===== src/rtl/bridge_arbiter.sv =====
// bridge_arbiter
//   Shares the single Bridge port between the CPU memory stage (M0) and a
//   secondary bus master such as DMA or debug (M1). Only the owner and a
//   beat counter are registered; the transfer itself passes combinationally
//   from the owning master to the Bridge and back. Arbitration is bounded-
//   burst round-robin: an owner keeps the port while it is busy, but yields
//   to a waiting master after M0_MAX_BEATS / M1_MAX_BEATS acked beats.
//
// Ports
//   clk, rst_n                      clock (rising edge), async active-low reset
//   m0_req/addr/wdata/we/be         M0 request and payload
//   m0_ack, m0_rdata                M0 access done this cycle, read data
//   m1_req/addr/wdata/we/be         M1 request and payload
//   m1_ack, m1_rdata                M1 access done this cycle, read data
//   br_addr/wdata/we/be             to Bridge (owner's payload, we/be gated by ack)
//   br_rdata                        from Bridge
//   owner                           current owner, 0 = M0, 1 = M1
module bridge_arbiter #(
  parameter int M0_MAX_BEATS = 4,
  parameter int M1_MAX_BEATS = 8,
  parameter int CW           = 4
) (
  input  logic        clk,
  input  logic        rst_n,
  input  logic        m0_req,
  input  logic [31:0] m0_addr,
  input  logic [31:0] m0_wdata,
  input  logic        m0_we,
  input  logic [3:0]  m0_be,
  output logic        m0_ack,
  output logic [31:0] m0_rdata,
  input  logic        m1_req,
  input  logic [31:0] m1_addr,
  input  logic [31:0] m1_wdata,
  input  logic        m1_we,
  input  logic [3:0]  m1_be,
  output logic        m1_ack,
  output logic [31:0] m1_rdata,
  output logic [31:0] br_addr,
  output logic [31:0] br_wdata,
  output logic        br_we,
  output logic [3:0]  br_be,
  input  logic [31:0] br_rdata,
  output logic        owner
);

  typedef enum logic {
    OWN0 = 1'b0,
    OWN1 = 1'b1
  } own_t;

  localparam logic [CW-1:0] CNT_MAX = {CW{1'b1}};
  localparam logic [CW-1:0] M0_LIM  = CW'(M0_MAX_BEATS);
  localparam logic [CW-1:0] M1_LIM  = CW'(M1_MAX_BEATS);

  own_t          state_r;
  own_t          state_next_s;
  logic [CW-1:0] cnt_r;
  logic [CW-1:0] cnt_upd_s;
  logic [CW-1:0] cnt_next_s;
  logic          own_ack_s;
  logic          switch_s;

  // Route the owner's request to the Bridge and the Bridge's read data back.
  always_comb begin
    m0_ack   = 1'b0;
    m1_ack   = 1'b0;
    m0_rdata = 32'h0000_0000;
    m1_rdata = 32'h0000_0000;
    br_addr  = m0_addr;
    br_wdata = m0_wdata;
    br_we    = 1'b0;
    br_be    = 4'h0;
    if (state_r == OWN1) begin
      // rst_n in the ack keeps any write from reaching the Bridge during reset
      m1_ack   = rst_n & m1_req;
      br_addr  = m1_addr;
      br_wdata = m1_wdata;
      br_we    = m1_we & m1_ack;
      br_be    = m1_be & {4{m1_ack}};
      m1_rdata = br_rdata;
    end else begin
      m0_ack   = rst_n & m0_req;
      br_addr  = m0_addr;
      br_wdata = m0_wdata;
      br_we    = m0_we & m0_ack;
      br_be    = m0_be & {4{m0_ack}};
      m0_rdata = br_rdata;
    end
    owner = (state_r == OWN1);
  end

  // Beat counting and the owner hand-over decision.
  always_comb begin
    own_ack_s    = m0_ack | m1_ack;
    cnt_upd_s    = cnt_r;
    switch_s     = 1'b0;
    state_next_s = state_r;
    // Saturate so a long solo run cannot wrap and re-arm a fresh burst.
    if (own_ack_s && (cnt_r != CNT_MAX)) begin
      cnt_upd_s = cnt_r + CW'(1);
    end else begin
      cnt_upd_s = cnt_r;
    end
    case (state_r)
      OWN0: begin
        if (m1_req && (!m0_req || (cnt_upd_s >= M0_LIM))) begin
          switch_s     = 1'b1;
          state_next_s = OWN1;
        end else begin
          switch_s     = 1'b0;
          state_next_s = OWN0;
        end
      end
      OWN1: begin
        if (m0_req && (!m1_req || (cnt_upd_s >= M1_LIM))) begin
          switch_s     = 1'b1;
          state_next_s = OWN0;
        end else begin
          switch_s     = 1'b0;
          state_next_s = OWN1;
        end
      end
      default: begin
        switch_s     = 1'b0;
        state_next_s = OWN0;
      end
    endcase
    cnt_next_s = switch_s ? {CW{1'b0}} : cnt_upd_s;
  end

  // Owner and beat-counter registers.
  always_ff @(posedge clk or negedge rst_n) begin
    if (!rst_n) begin
      state_r <= OWN0;
      cnt_r   <= {CW{1'b0}};
    end else begin
      state_r <= state_next_s;
      cnt_r   <= cnt_next_s;
    end
  end

endmodule

===== config.mk =====
export PLATFORM = sky130hd
export DESIGN_NAME = bridge_arbiter
export DESIGN_NICKNAME = d
export VERILOG_FILES = /design/src/rtl/bridge_arbiter.sv
export SDC_FILE = /design/constraint.sdc
export NUM_CORES = 1
export LEC_CHECK = 0
export CAP_MARGIN = 20
export CORE_AREA = 3 3 118 120
export DETAILED_ROUTE_END_ITERATION = 7
export DIE_AREA = 0 0 121 123
export PLACE_DENSITY = 0.54
export SKIP_CTS_REPAIR_TIMING = 1
export SYNTH_ARGS = -nofsm -noshare
export SYNTH_HDL_FRONTEND = slang
export SYNTH_SLANG_ARGS = --single-unit

===== constraint.sdc =====
create_clock -name clk -period 2.1 [get_ports clk]
set_input_delay 0.42 -clock clk [delete_from_list [all_inputs] [get_ports clk]]
set_output_delay 0.42 -clock clk [all_outputs]
set_load 0.05 [all_outputs]

; ---- After elaboration in Yosys (flattened, before gate mapping)
; Index checks and enable logic that the tools add are counted.
[word_totals]
input_bits = 174
ff_bits = 5
out_inout_bits = 136
elab_cells = 36
[classes]
reduce_logical = 7
n_lt_le_gt_ge = 2
addsub = 1
mux = 15
n_bitwise = 8
eq_ne = 1
[op_table]
columns = op, count
row1 = 32-bit two-way mux, 4
row2 = 4-bit two-way mux, 3
row3 = 4-bit bitwise AND, 2
row4 = 1-bit two-way mux, 6
row5 = 4-bit by 1-bit adder with 4-bit output (second input constant), 1
row6 = 1-bit bitwise AND, 4
row7 = 4-bit by 3-bit >= comparator with 1-bit output (second input constant), 1
row8 = 4-bit >= comparator (second input constant), 1
row9 = 4-bit inequality test (second input constant), 1
row10 = 1-bit one-hot mux with 2 select lines, 2
row11 = 1-bit logical AND, 3
row12 = 1-bit zero test, 2
row13 = 1-bit logical OR, 2
row14 = 1-bit inverter, 1
row15 = 1-bit OR, 1

; ---- Logic depth before layout (Yosys ltp)
; Gate-level depths: netlist (run 1).
[logic_depth]
depth_word = 11
mapped_depth = 5
mapped_depth_nobuf = 5

; ---- Least setup slack after synthesis (run 1)
; OpenSTA, ideal clock, no wires.
[synth_timing]
path_kind = reg-to-output
from = register state_r, in the netlist owner
to = output br_be[0]
path_buffers = 2
required_time_ns = 1.680
path_slack_ns = -0.522
arrival_time_ns = 2.202
stages_incl_launch_ff = 5
cell_sequence = dfrtp_1 > clkbuf_1 > and3_1 > clkbuf_1 > a22o_1
[synth_via]
elab_chain_len = 1
[synth_rtl]
columns = element, line
row1 = "start, declared", 56  ; own_t state_r;
row2 = "start signal, assigned", 138  ; state_r <= state_next_s;
row3 = 4-bit two-way mux, 74  ; if (state_r == OWN1) begin
row4 = "end, declared", 42  ; output logic [3:0] br_be,
; Every way passes these cells.

; ---- Final worst setup path (run 1)
[layout_timing]
from = input rst_n
to = output br_be[3]
[layout_via]
elab_chain_len = 3
word_cells_on_any_way = 5
cone_classes = 1 x mux / 4 x bitwise
[layout_rtl]
columns = element, line
row1 = "start, declared", 24  ; input logic rst_n,
row2 = "1-bit bitwise AND, on equally long branches", "83, 76"
row3 = "4-bit bitwise AND, on equally long branches", "87, 80"
row4 = 4-bit two-way mux (*), 74
; Mark *: on every way between the ends. The rest lies on a longest branch, timed or not.

==> results.md, run 1 <==
* Congestion Overflow GR at 0
* Total power at roughly 0.005 W
* Top cells by area, synth: mux2_2 (46%), and2_1 (13%), nor2b_1 (13%), dfrtp_1 (7.8%), clkbuf_1 (3.3%)
* Port-buffer cells at roughly 310
* WP buf/inv at 2
* Crit-path leading delay family: buffers and inverters
* Fraction of synthesized area in multiplexers at 0.468
* Post-synth EDFFs at 0
* Slowest library cell on the worst path: clkdlybuf4s50_1
* Final setup violation count at 0
* Initial Util at 0.123
* Initial antenna violation count at 0
* ANT nets after route at 0
* Syn_nets at ~360
* LEAKAGE at 2.32 nW
* Clock Latency Late Sink at approximately 230 ps
* DR WL/cell at 15.5 microns
* Inst Count DP at between 600 and 700
* First-pass GRT wire length at approximately 14000 microns
* Crit path DAT at around 1600 ps
* Adder-Cell Fraction of Synth Area at 0.00778
* Fin crit share at 0.978
* Register area share after synthesis at 0.0778
* Synth Instances at 188
* Vias/cell at between 3 and 4
* First-pass iteration count of the detailed router at 4
* Prevailing post-synth register cell: dfrtp_1
* Die Wd at ~120 microns
* Most common cell after layout, fill and taps aside: clkdlybuf4s50_1
* Normalized max-slew margin at 0.704
* I/O pin count at 310
* Clock Sinks at 5
* Status: finished, final reports clean
* Vias at between 2k and 3k
* Row cnt at 42
* Non-Filler Instances at between 600 and 700
* DRC at 0
* CTS H-Tree Depth at 1
* XOR/XNOR Fraction of Synth Area at 0.00545
* Largest net degree at the start of global routing at 77
* WL final at 10400 microns
* Final hold violation count at 0
* Top-area cell type share of the netlist area at 0.455
* Fin nets at ~670
* VDD IR max at 0.370 mV
* Post-Synth Simple-Gate Area at 0.332
* Syn avg cell area at 8.55 sq um
* Worst hold path type: in -> async
* CTS tree: done
* CTS max path bufs at 2
* Gpl congestion at 0.744
* Worst path max stage delay at between 400 and 500 ps
* Num CTS Buffers at 3
* Clock slew seen by the registers of the worst setup and hold paths at ~30 ps
* Least-Margin Pin Slew at 441 ps
* Yosys Warn Count at 0
* Critical R2R Launch: owner$_DFF_PN0_
* Max-cap violations at 0
* CP Launch Point: rst_n
* Die Area at 14900 sq um
* DP HPWL at around 9000 microns
* All-Layer GR Usage at 0.120
* Asr flop ratio synth at 1.00
* Post-layout minimum cycle time at a little over 2000 ps
* CP Capture Type: primary output
* Post-synthesis compound-gate area fraction at 0.0677
* RSZ-0062 raised after global routing: no
* Syn-to-layout area delta at 253%
* PwrDens at slightly below 900 nW/um^2
* Most frequent cells in the layout: clkdlybuf4s50_1 (173), buf_12 (73), buf_4 (69)
* Hold WS at about 580 ps
* Yosys reg bits at 5
* Largest family of logic cells by synthesized area: multiplexers
* # diodes at 0
* CP Class: in -> out
* # fillers at 1238
* Mapped cell area at ~1600 sq um
* Drt first-iter violations at 48
* Worst-path maximum fanout at 6
* Final Skew at slightly above 0.4 ps
* Die height at 123 microns
* Share of cells above drive strength 1 at 0.501
* Critical-path cell list: clkdlybuf4s50_1 -> and3b_2 -> a22o_2 -> buf_12
* Final Max Slew Viols at 0
* Worst setup margin at about 47 ps
* Cell variety after synth at 29
* Core area at 13100 sq um
* Vias in the first global route at about 2.7k
* Synth area leader: mux2_2
* Pre-CTS WS at -51.4 ps
* Root Buffer: clkbuf_16
* Critical Path RT at approximately 1700 ps
* CP startpoint kind: input port
* Fmax at slightly below 500 MHz
## synthesized netlist by cell type, types with 2 or more instances
master and number:
nor3_1 2, dfrtp_1 5, nand3_1 2, nand2_1 2, mux2_2 65, nor2b_1 33, and2_1 33, nor2_1 2
clkbuf_1 14, buf_2 3, or2b_1 3, mux2i_1 2, a211oi_1 2, a22o_1 5
## cell type report
class / count / area (sq um) / area share
clock buffer: 4 / 78.8 / 0.0139
sequential: 5 / 129 / 0.0227
tap: 176 / 220 / 0.0388
timing repair buffer: 318 / 3770 / 0.664
multi-input combinational: 166 / 1480 / 0.260
## where the power goes
part	internal, W	switching [W]	leakage [nW]
sequential	0.000126	0.0000548	0.0648
combinational	0.00196	0.00251	2.22
clock	0.000251	0.0000611	0.0382
total	0.00234	0.00262	2.32
## stage by stage
stage               cell area [sq um]   util  setup TNS (ps)
floorplan                        1680      -            -984
global placement                 5570  0.425           -2.90
detailed placement               5570  0.425            -130
CTS                              5650  0.431               0
global route                     5680  0.434               0
finish                           5680  0.434               0
## worst paths after layout
| path | slack (ps) | cells past startpoint | end |
|---|---|---|---|
| max | 50 | 4 | br_be[3] |
| min in group clk | 650 | 2 | cnt_r[0]$_DFF_PN0_ |
| min | 580 | 2 | cnt_r[0]$_DFF_PN0_ |
| min reg2reg | 650 | 2 | cnt_r[0]$_DFF_PN0_ |
| max in group asynchronous | 1390 | 2 | owner$_DFF_PN0_ |
| max reg2reg | 240 | 4 | cnt_r[2]$_DFF_PN0_ |
## per-layer routing
| metal | routed length, microns | vias up | global-route usage |
|---|---|---|---|
| met5 | 0 | - | 0 |
| met4 | 78 | 0 | 0.0156 |
| met3 | 1270 | 6 | 0.0457 |
| met2 | 5750 | 188 | 0.249 |
| met1 | 3280 | 1178 | 0.113 |
| li1 | - | 1272 | - |
## logic make-up (layout without fill, tap and decap cells)
| group | count (synthesis) | after routing |
|---|---|---|
| DFF | 5 | 5 |
| buffers and inverters | 17 | 322 |
| xor gates and xnor gates | 1 | 1 |
| and+or+nand+nor | 84 | 84 |
| AOI/OAI and AO/OA | 13 | 13 |
| muxes | 67 | 67 |
| adders and majority gates | 1 | 1 |
## registers in the layout, indices dropped and copies added, names as in the netlist
name / count
cnt_r: 4
owner: 1
(Power assumes the default switching activity.)
==> run 2: changes to the inputs <==
--- a/config.mk
+++ b/config.mk
@@ -6,10 +6,10 @@
 export NUM_CORES = 1
 export LEC_CHECK = 0
 export CAP_MARGIN = 20
-export CORE_AREA = 3 3 118 120
+export CORE_AREA = 3 3 119 121
 export DETAILED_ROUTE_END_ITERATION = 7
-export DIE_AREA = 0 0 121 123
-export PLACE_DENSITY = 0.54
+export DIE_AREA = 0 0 122 124
+export PLACE_DENSITY = 0.53
 export SKIP_CTS_REPAIR_TIMING = 1
 export SYNTH_ARGS = -nofsm -noshare
 export SYNTH_HDL_FRONTEND = slang
==> constraint.sdc (replaced) <==
create_clock -name clk -period 2.55 [get_ports clk]
set_input_delay 0.51 -clock clk [delete_from_list [all_inputs] [get_ports clk]]
set_output_delay 0.51 -clock clk [all_outputs]
set_load 0.05 [all_outputs]
==> results.md, run 2 (synthesis results as in run 1) <==
* Fin crit share at 0.955
* Flop pwr share at 0.036 (about the same)
* M2 GR Usage at 0.238 (-0.0111)
* Pint at 0.00174 W (-26%)
* Clock slew seen by the registers of the worst setup and hold paths at 30 ps (about the same)
* Syn-to-layout area delta at 230%
* Largest net degree at the start of global routing at 62 (-19%)
* Clock share of power at 0.067 (+0.004)
* # fillers at 1296 (+4.7%)
* Port-buffer cells at 309 (unchanged)
* Biggest register: cnt_r
* DR WL/cell at 16.6 microns (+6.8%)
* Fin nets at 665 (-0.60%)
* Worst hold path type: in -> async
* Root Buffer: clkbuf_16
* R2r setup slk at 720 ps (+480 ps)
* Clock Sinks at 5 (unchanged)
* Max reg flops at 4 (unchanged)
* # diodes at 0 (unchanged)
* LEAKAGE at 2.20 nW (-5.4%)
* ANT nets after route at 0 (unchanged)
* Congestion Overflow GR at 0 (unchanged)
* CTS H-Tree Depth at 1 (unchanged)
* Switching share of power at 0.548 (+0.0193)
* First-pass GRT wire length at 14900 microns (+5.3%)
* NetSw at 0.00211 W (-20%)
* Least-Margin Pin Slew at 458 ps (+16.6 ps)
* Core area at 13200 sq um (+0.80%)
* Grt peak-use layer: met2
* Normalized max-slew margin at 0.693 (-0.0111)
* Most common cell after layout, fill and taps aside: clkdlybuf4s50_1
* CP Capture Type: primary output
* Multi-input gate area at 1420 sq um (-4.3%)
* Row cnt at 42 (unchanged)
* Final Skew at 0.479 ps (+0.0744 ps)
* Gpl congestion at 0.760 (+2.2%)
* Initial antenna violation count at 0 (unchanged)
* PwrDens at 726 nW/um^2 (-17%)
* Max-cap violations at 0 (unchanged)
* Worst-path maximum fanout at 7 (+1)
* Post-layout minimum cycle time at about 2400 ps
* Initial Util at 0.122 (-0.000979)
* I/O pin count at 310 (unchanged)
* Vias in the first global route at 2655 (-1.7%)
* Die Area at 15100 sq um (+1.6%)
* Crit path DAT at 1930 ps (+300 ps)
* Routing usage on met1 at 0.147 (+0.0343)
* Fin Setup TNS at 0 ps (unchanged)
* CP Class: in -> out
* Die height at 124 microns (+0.81%)
* Num CTS Buffers at 3 (unchanged)
* Fmax at just over 400 MHz
* Clock Latency Late Sink at 230 ps (about the same)
* Critical Path RT at 2040 ps (+360 ps)
* All-Layer GR Usage at 0.127 (+0.00652)
* CTS tree: done
* Flip-flop and latch area at 129 sq um (unchanged)
* RSZ-0062 raised after global routing: no
* Final hold violation count at 0 (unchanged)
* First-pass iteration count of the detailed router at 3 (-1)
* M3 GR Usage at 0.0359 (-0.00987)
* Final Max Slew Viols at 0 (unchanged)
* DRC at 0 (unchanged)
* Die Wd at 122 microns (+0.83%)
* CP startpoint kind: input port
* Vias/cell at 3.88 (-1.9%)
* Combinational cell fraction of total power at 0.897 (-0.004)
* Status: finished, final reports clean
* Final Util at 0.402 (-0.0317)
* CTS max path bufs at 2 (unchanged)
* Vias at 2578 (-2.5%)
* Final setup violation count at 0 (unchanged)
* Drt first-iter violations at 68 (+42%)
* DP HPWL at 9920 microns (+10%)
* Share of cells above drive strength 1 at 0.438 (-0.0634)
* WL final at 11000 microns (+6.2%)
* Most frequent cells in the layout: clkdlybuf4s50_1 (173), buf_4 (87), mux2_2 (65)
* VDD IR max at 0.275 mV (-25%)
==> run 2: final timing paths <==
path	start	endpoint	cells past startpoint
hold reg to reg	cnt_r[1]$_DFF_PN0_	cnt_r[1]$_DFF_PN0_	2
max in group asynchronous	rst_n	owner$_DFF_PN0_	2
setup reg to reg	cnt_r[0]$_DFF_PN0_	cnt_r[2]$_DFF_PN0_	4
setup / recovery	rst_n	br_we	4
hold / removal	rst_n	cnt_r[2]$_DFF_PN0_	1
min in group clk	cnt_r[1]$_DFF_PN0_	cnt_r[1]$_DFF_PN0_	2
==> run 2: stage by stage <==
| step | area [sq um] | hold slack (ps) | setup WS, ps | power, W | instances |
|---|---|---|---|---|---|
| 2_1_floorplan | 1610 | 214 | 104 | 0.00217 | 188 |
| 3_3_place_gp | 5230 | 623 | 148 | 0.00362 | 661 |
| 3_5_place_dp | 5230 | 640 | 113 | 0.00363 | 661 |
| 4_1_cts | 5310 | 521 | 111 | 0.00389 | 665 |
| 5_1_grt | 5310 | 535 | 49.6 | 0.00401 | 665 |
| 6_report | 5310 | 523 | 114 | 0.00385 | 665 |
==> run 2: layout make-up <==
class,count,share of cell area
timing repair buffer,314,0.653
multi-input combinational,166,0.267
tap,176,0.0415
sequential,5,0.0243
clock buffer,4,0.0148
==> run 2: routing by layer <==
layer / up-vias / part of all wire
met3: 4 / 0.099
met1: 1150 / 0.37
met5: - / 0
li1: 1264 / -
met2: 160 / 0.53
met4: 0 / 0.0031
==> run 2: power groups by stage <==
| stage | Sequential (W) | Clock [W] | Combinational (W) |
|---|---|---|---|
| after floorplan | 0.000136 | 0 | 0.00204 |
| after global placement | 0.000139 | 0 | 0.00348 |
| after detailed placement | 0.000139 | 0 | 0.00349 |
| after CTS | 0.000138 | 0.000263 | 0.00349 |
| after global routing | 0.000142 | 0.000273 | 0.00360 |
| final | 0.000138 | 0.000258 | 0.00346 |
==> run 2: worst max-delay path, stage by stage <==
cell and delay, ps:
clkdlybuf4s50_1 620, and3_1 390, a22o_1 250, buf_12 150
